===== src/rtl/bthreadgroup_psum_ctrl.sv =====
// Partial-sum sequencer and output tile FIFO that sits directly downstream of the
// four-FEDP thread group; feeds partial sums back and buffers finished 4x16-bit tiles.
module bthreadgroup_psum_ctrl #(
    parameter int K_STEPS = 8,
    parameter int DEPTH   = 4
) (
    input  logic                      clk,
    input  logic                      rst,
    input  logic                      clear,
    input  logic                      in_valid,
    output logic                      in_ready,
    input  logic [15:0]               result0,
    input  logic [15:0]               result1,
    input  logic [15:0]               result2,
    input  logic [15:0]               result3,
    output logic [15:0]               partial_sum0,
    output logic [15:0]               partial_sum1,
    output logic [15:0]               partial_sum2,
    output logic [15:0]               partial_sum3,
    output logic                      out_valid,
    input  logic                      out_ready,
    output logic [63:0]               out_data,
    output logic [$clog2(DEPTH):0]    fifo_count,
    output logic [7:0]                step,
    output logic                      ctrl_state
);

    localparam int AW = $clog2(DEPTH);
    localparam int CW = AW + 1;
    localparam logic [7:0]    LAST_STEP  = 8'(K_STEPS - 1);
    localparam logic [CW-1:0] FULL_COUNT = CW'(DEPTH);

    typedef enum logic {
        ST_FIRST = 1'b0,
        ST_MID   = 1'b1
    } state_t;

    state_t        r_state;
    logic [7:0]    r_step;
    logic [15:0]   r_psum [4];
    logic [63:0]   r_mem  [DEPTH];
    logic [AW-1:0] r_wptr;
    logic [AW-1:0] r_rptr;
    logic [CW-1:0] r_count;

    logic          w_full;
    logic          w_empty;
    logic          w_accept;
    logic          w_last;
    logic          w_push;
    logic          w_pop;
    logic          w_first;
    logic [63:0]   w_tile;

    // Both ports are valid/ready: a transfer happens on the rising edge where valid
    // and ready are both high. in_ready depends only on FIFO occupancy (no bypass on
    // a same-cycle pop) and out_valid only on occupancy, so neither side's valid
    // reaches its own ready combinationally; upstream holds data while ready is low.
    assign w_full   = (r_count == FULL_COUNT);
    assign w_empty  = (r_count == '0);
    assign w_accept = in_valid && !w_full;
    assign w_last   = (r_step == LAST_STEP);
    assign w_push   = w_accept && w_last && !clear;
    assign w_pop    = !w_empty && out_ready;
    assign w_tile   = {result3, result2, result1, result0};

    // Step sequencer: a clear abandons the tile in progress, including a step
    // offered in the same cycle.
    always_ff @(posedge clk or negedge rst) begin
        if (!rst) begin
            r_state <= ST_FIRST;
            r_step  <= 8'd0;
            for (int i = 0; i < 4; i++) begin
                r_psum[i] <= 16'd0;
            end
        end else if (clear) begin
            r_state <= ST_FIRST;
            r_step  <= 8'd0;
            for (int i = 0; i < 4; i++) begin
                r_psum[i] <= 16'd0;
            end
        end else if (w_accept) begin
            r_psum[0] <= result0;
            r_psum[1] <= result1;
            r_psum[2] <= result2;
            r_psum[3] <= result3;
            if (w_last) begin
                r_state <= ST_FIRST;
                r_step  <= 8'd0;
            end else begin
                r_state <= ST_MID;
                r_step  <= r_step + 8'd1;
            end
        end
    end

    // Storage needs no reset: the head is masked to zero whenever the FIFO is empty.
    always_ff @(posedge clk) begin
        if (w_push) begin
            r_mem[r_wptr] <= w_tile;
        end
    end

    always_ff @(posedge clk or negedge rst) begin
        if (!rst) begin
            r_wptr  <= '0;
            r_rptr  <= '0;
            r_count <= '0;
        end else begin
            if (w_push) begin
                r_wptr <= r_wptr + 1'b1;
            end
            if (w_pop) begin
                r_rptr <= r_rptr + 1'b1;
            end
            case ({w_push, w_pop})
                2'b10:   r_count <= r_count + 1'b1;
                2'b01:   r_count <= r_count - 1'b1;
                default: r_count <= r_count;
            endcase
        end
    end

    // The feedback mux select comes from the state register, so results never
    // reach partial_sum* in the same cycle.
    assign w_first      = (r_state == ST_FIRST);
    assign partial_sum0 = w_first ? 16'd0 : r_psum[0];
    assign partial_sum1 = w_first ? 16'd0 : r_psum[1];
    assign partial_sum2 = w_first ? 16'd0 : r_psum[2];
    assign partial_sum3 = w_first ? 16'd0 : r_psum[3];

    assign in_ready   = !w_full;
    assign out_valid  = !w_empty;
    assign out_data   = w_empty ? 64'd0 : r_mem[r_rptr];
    assign fifo_count = r_count;
    assign step       = r_step;
    assign ctrl_state = r_state;

endmodule


===== config.mk =====
export PLATFORM = sky130hd
export DESIGN_NAME = bthreadgroup_psum_ctrl
export DESIGN_NICKNAME = d
export VERILOG_FILES = /design/src/rtl/bthreadgroup_psum_ctrl.sv
export SDC_FILE = /design/constraint.sdc
export NUM_CORES = 1
export LEC_CHECK = 0
export CORE_MARGIN = 2
export CORE_UTILIZATION = 30
export DETAILED_ROUTE_END_ITERATION = 6
export PLACE_DENSITY_LB_ADDON = 0.12
export SLEW_MARGIN = 20
export SYNTH_ARGS = -nofsm -noshare
export SYNTH_HDL_FRONTEND = slang
export SYNTH_SLANG_ARGS = --single-unit

===== constraint.sdc =====
create_clock -name clk -period 2.7 [get_ports clk]
set_input_delay 0.27 -clock clk [delete_from_list [all_inputs] [get_ports clk]]
set_output_delay 0.27 -clock clk [all_outputs]
set_load 0.01 [all_outputs]

==> impl_metrics.json <==
{
  "fin_tns_setup_ns": 0,
  "synth-edff-count": 256,
  "wl_um": 36000,
  "finalCritPeriodShare_pct": 96.8,
  "cellLeakagePower_nw": 6.39,
  "hold_violations": 0,
  "dp.cells": 1621,
  "synth_nets": 914,
  "yosys.area.top_type": "edfxtp_1",
  "firstDrtPassIters": 4,
  "cp-end-kind": "primary output",
  "dp_hpwl_um": 21800,
  "fin_crit_ns": 2.61,
  "worst-setup-path-type": "flop to primary output",
  "wl_per_cell_um": 21.2,
  "grt_pass1_wl_um": 54600,
  "fin_cells": 1700,
  "synth_xor_area_share_pct": 0.518,
  "track_usage_pct": 15.6,
  "area_delta_synth_final_pct": 32.1,
  "cts.sinks": 336,
  "max_cap_viol_count": 0,
  "setup_slack_ns": 0.0867,
  "h-tree-depth": 2,
  "ys.flop_type": "edfxtp_1",
  "synth_area_leaders": "edfxtp_1 57%, dfrtp_1 15%, mux4_2 11%, and2_1 6.0%, nand2_1 3.6%",
  "cts-root-buf": "clkbuf_16",
  "ioPinCount": 211,
  "ys_warn_count": 0,
  "worstPathMaxFanout": 7,
  "yosysUniqueCellTypes": 44,
  "rsz0062_at_grt": "no",
  "portBuffers": 210,
  "grt_max_degree": 70,
  "start_util_pct": 30.5,
  "synthMuxAreaShare_pct": 10.9,
  "drt_iter0_drc": 425,
  "netlist_instances": 838,
  "dp_slack_ns": 0.275,
  "min_path_type": "input pin to flop",
  "clockBufferDepth": 3,
  "cts_buffers": 38,
  "synth_simple_gate_area_share_pct": 11.2,
  "dieWidth_um": 216,
  "coreArea_sq_mm": 0.0443,
  "clkTransAtPathRegs_ns": 0.06,
  "netlist_area_sq_mm": 0.0135,
  "synth_fa_ha_area_share_pct": 0.703,
  "clkLatencyLatePin_ns": 0.54,
  "rows": 77,
  "synth-seq-cells": 336,
  "synth_top_family_by_area": "simple AND/OR/NAND/NOR gates",
  "via_per_inst": 4.61,
  "synth-async-reset-ratio_pct": 23.8,
  "cts_tree": "done",
  "grt_pass1_vias": 8530,
  "final-setup-viol-count": 0,
  "fp.dieH_um": 216,
  "fin_hold_ws_ns": 0.0941,
  "maxSlewHeadroom_pct": 36.7,
  "avgSynthCellArea_sq_um": 16.1,
  "cp-start-kind": "flop",
  "via_count": 7841,
  "antenna_found_initial": 1,
  "worstMarginPinSlew_ns": 0.950,
  "peakVddDrop_mv": 0.452,
  "dpl_cell_area_sq_mm": 0.0166,
  "max_freq_ghz": 0.383,
  "final_area_sq_mm": 0.0179,
  "cp.required_ns": 2.43,
  "arrival_ns": 2.34,
  "slew_viol_final": 0,
  "nets": 1155,
  "finalWeightedCongestion": 0.705,
  "synth_compound_area_share_pct": 3.06,
  "fin_worst_skew_ns": 0.0151,
  "final_core_util_pct": 40.3,
  "ant_nets": 0,
  "grt_overflow": 0,
  "status": "finished clean",
  "p_total_mw": 15.8,
  "drc": 0,
  "synth_top_area_share_pct": 56.9,
  "num_antenna_cells": 0,
  "synth.yosys.seq_area_share_pct": 71.7,
  "layout-drive-gt1-share_pct": 16.7,
  "powerDensity_mw_per_mm2": 886,
  "die_area_sq_mm": 0.0468
}
[area by class of cell]
type,count,area (sq um)
Timing Repair Buffer,252,2630
Inverter,6,22.5
Clock buffer,52,1060
Tap cell,592,741
Clock inverter,17,118
Sequential cell,336,9700
Fill cell,4154,26500
Multi-Input combinational cell,445,3590
[cells in the final DEF, fill, tap and decap left out, types with 5 or more instances in the layout]
| cell | synthesis | final |
|---|---|---|
| a21oi_1 | 64 | 64 |
| and2_1 | 130 | 126 |
| and2_4 | 0 | 8 |
| buf_12 | 0 | 19 |
| buf_4 | 3 | 18 |
| buf_6 | 2 | 5 |
| clkbuf_1 | 24 | 9 |
| clkbuf_16 | 0 | 39 |
| clkdlybuf4s15_1 | 0 | 17 |
| clkdlybuf4s50_1 | 0 | 146 |
| clkinv_2 | 0 | 8 |
| dfrtp_1 | 80 | 77 |
| dlygate4sd2_1 | 0 | 40 |
| edfxtp_1 | 256 | 256 |
| ha_1 | 6 | 6 |
| inv_1 | 6 | 6 |
| mux4_2 | 64 | 64 |
| nand2_1 | 131 | 131 |
[worst max-delay path, stage by stage, from the launching register on]
cell             delay [ns]
dfrtp_4                0.51
buf_8                  0.16
mux4_2                 0.50
and2_1                 0.16
clkdlybuf4s50_1        0.47
[power by group]
part           internal (mW)  switching [mW]  total, mW
clock network           2.86            2.06       4.92
registers               5.74           0.148       5.89
logic                   2.60            2.40       5.00
[registers in the layout, indices dropped and copies added (netlist names)]
name / flops
r_mem: 256
r_psum: 64
step: 8
fifo_count: 3
r_rptr: 2
r_wptr: 2
ctrl_state: 1
[cells by family after synthesis]
group,count (synthesis)
AOI/OAI and AO/OA,76
xor gates and xnor gates,8
adders and majority gates,7
buffers and inverters,57
DFF,336
muxes,67
and+or+nand+nor,287
[cells in the mapped netlist, types with 2 or more instances]
master / number
clkbuf_1: 24
or3_1: 2
mux4_2: 64
and2_2: 4
a21oi_1: 64
xnor2_1: 4
xor2_1: 4
ha_1: 6
buf_1: 5
nand2_1: 131
inv_1: 6
buf_2: 17
buf_4: 3
and2_1: 130
a2111oi_0: 2
a21o_1: 3
nor4_1: 2
dfrtp_1: 80
a22o_1: 2
nand3_1: 4
buf_6: 2
edfxtp_1: 256
nor2_1: 2
[worst paths after layout]
check / depth (start not counted) / to / from / slack, ns
max in group asynchronous: 3 / r_psum[34] / rst / 1.66
setup / recovery: 4 / out_data[0] / r_rptr[0] / 0.09
hold reg to reg: 2 / r_psum[41] / r_psum[41] / 0.51
hold / removal: 2 / r_psum[9] / clear / 0.09
setup reg to reg: 7 / r_mem[3][13] / step[0] / 0.34
min in group asynchronous: 2 / r_psum[9] / rst / 0.27
[timing repair]
item	in CTS	in global routing
gates cloned	1	0
setup endpoints to repair	64	24
gates resized for setup	86	15
hold buffers	1	0
setup buffers	10	0
hold endpoints to repair	31	0
[per-layer routing]
layer | track usage, % | vias to the layer above | part of all wire (%)
met5 | 0 | - | 0.036
met4 | 4.00 | 2 | 1.7
met3 | 3.37 | 39 | 4.3
met2 | 26.2 | 168 | 49
met1 | 20.6 | 4073 | 45
li1 | - | 3559 | -
(Power assumes the default switching activity.)
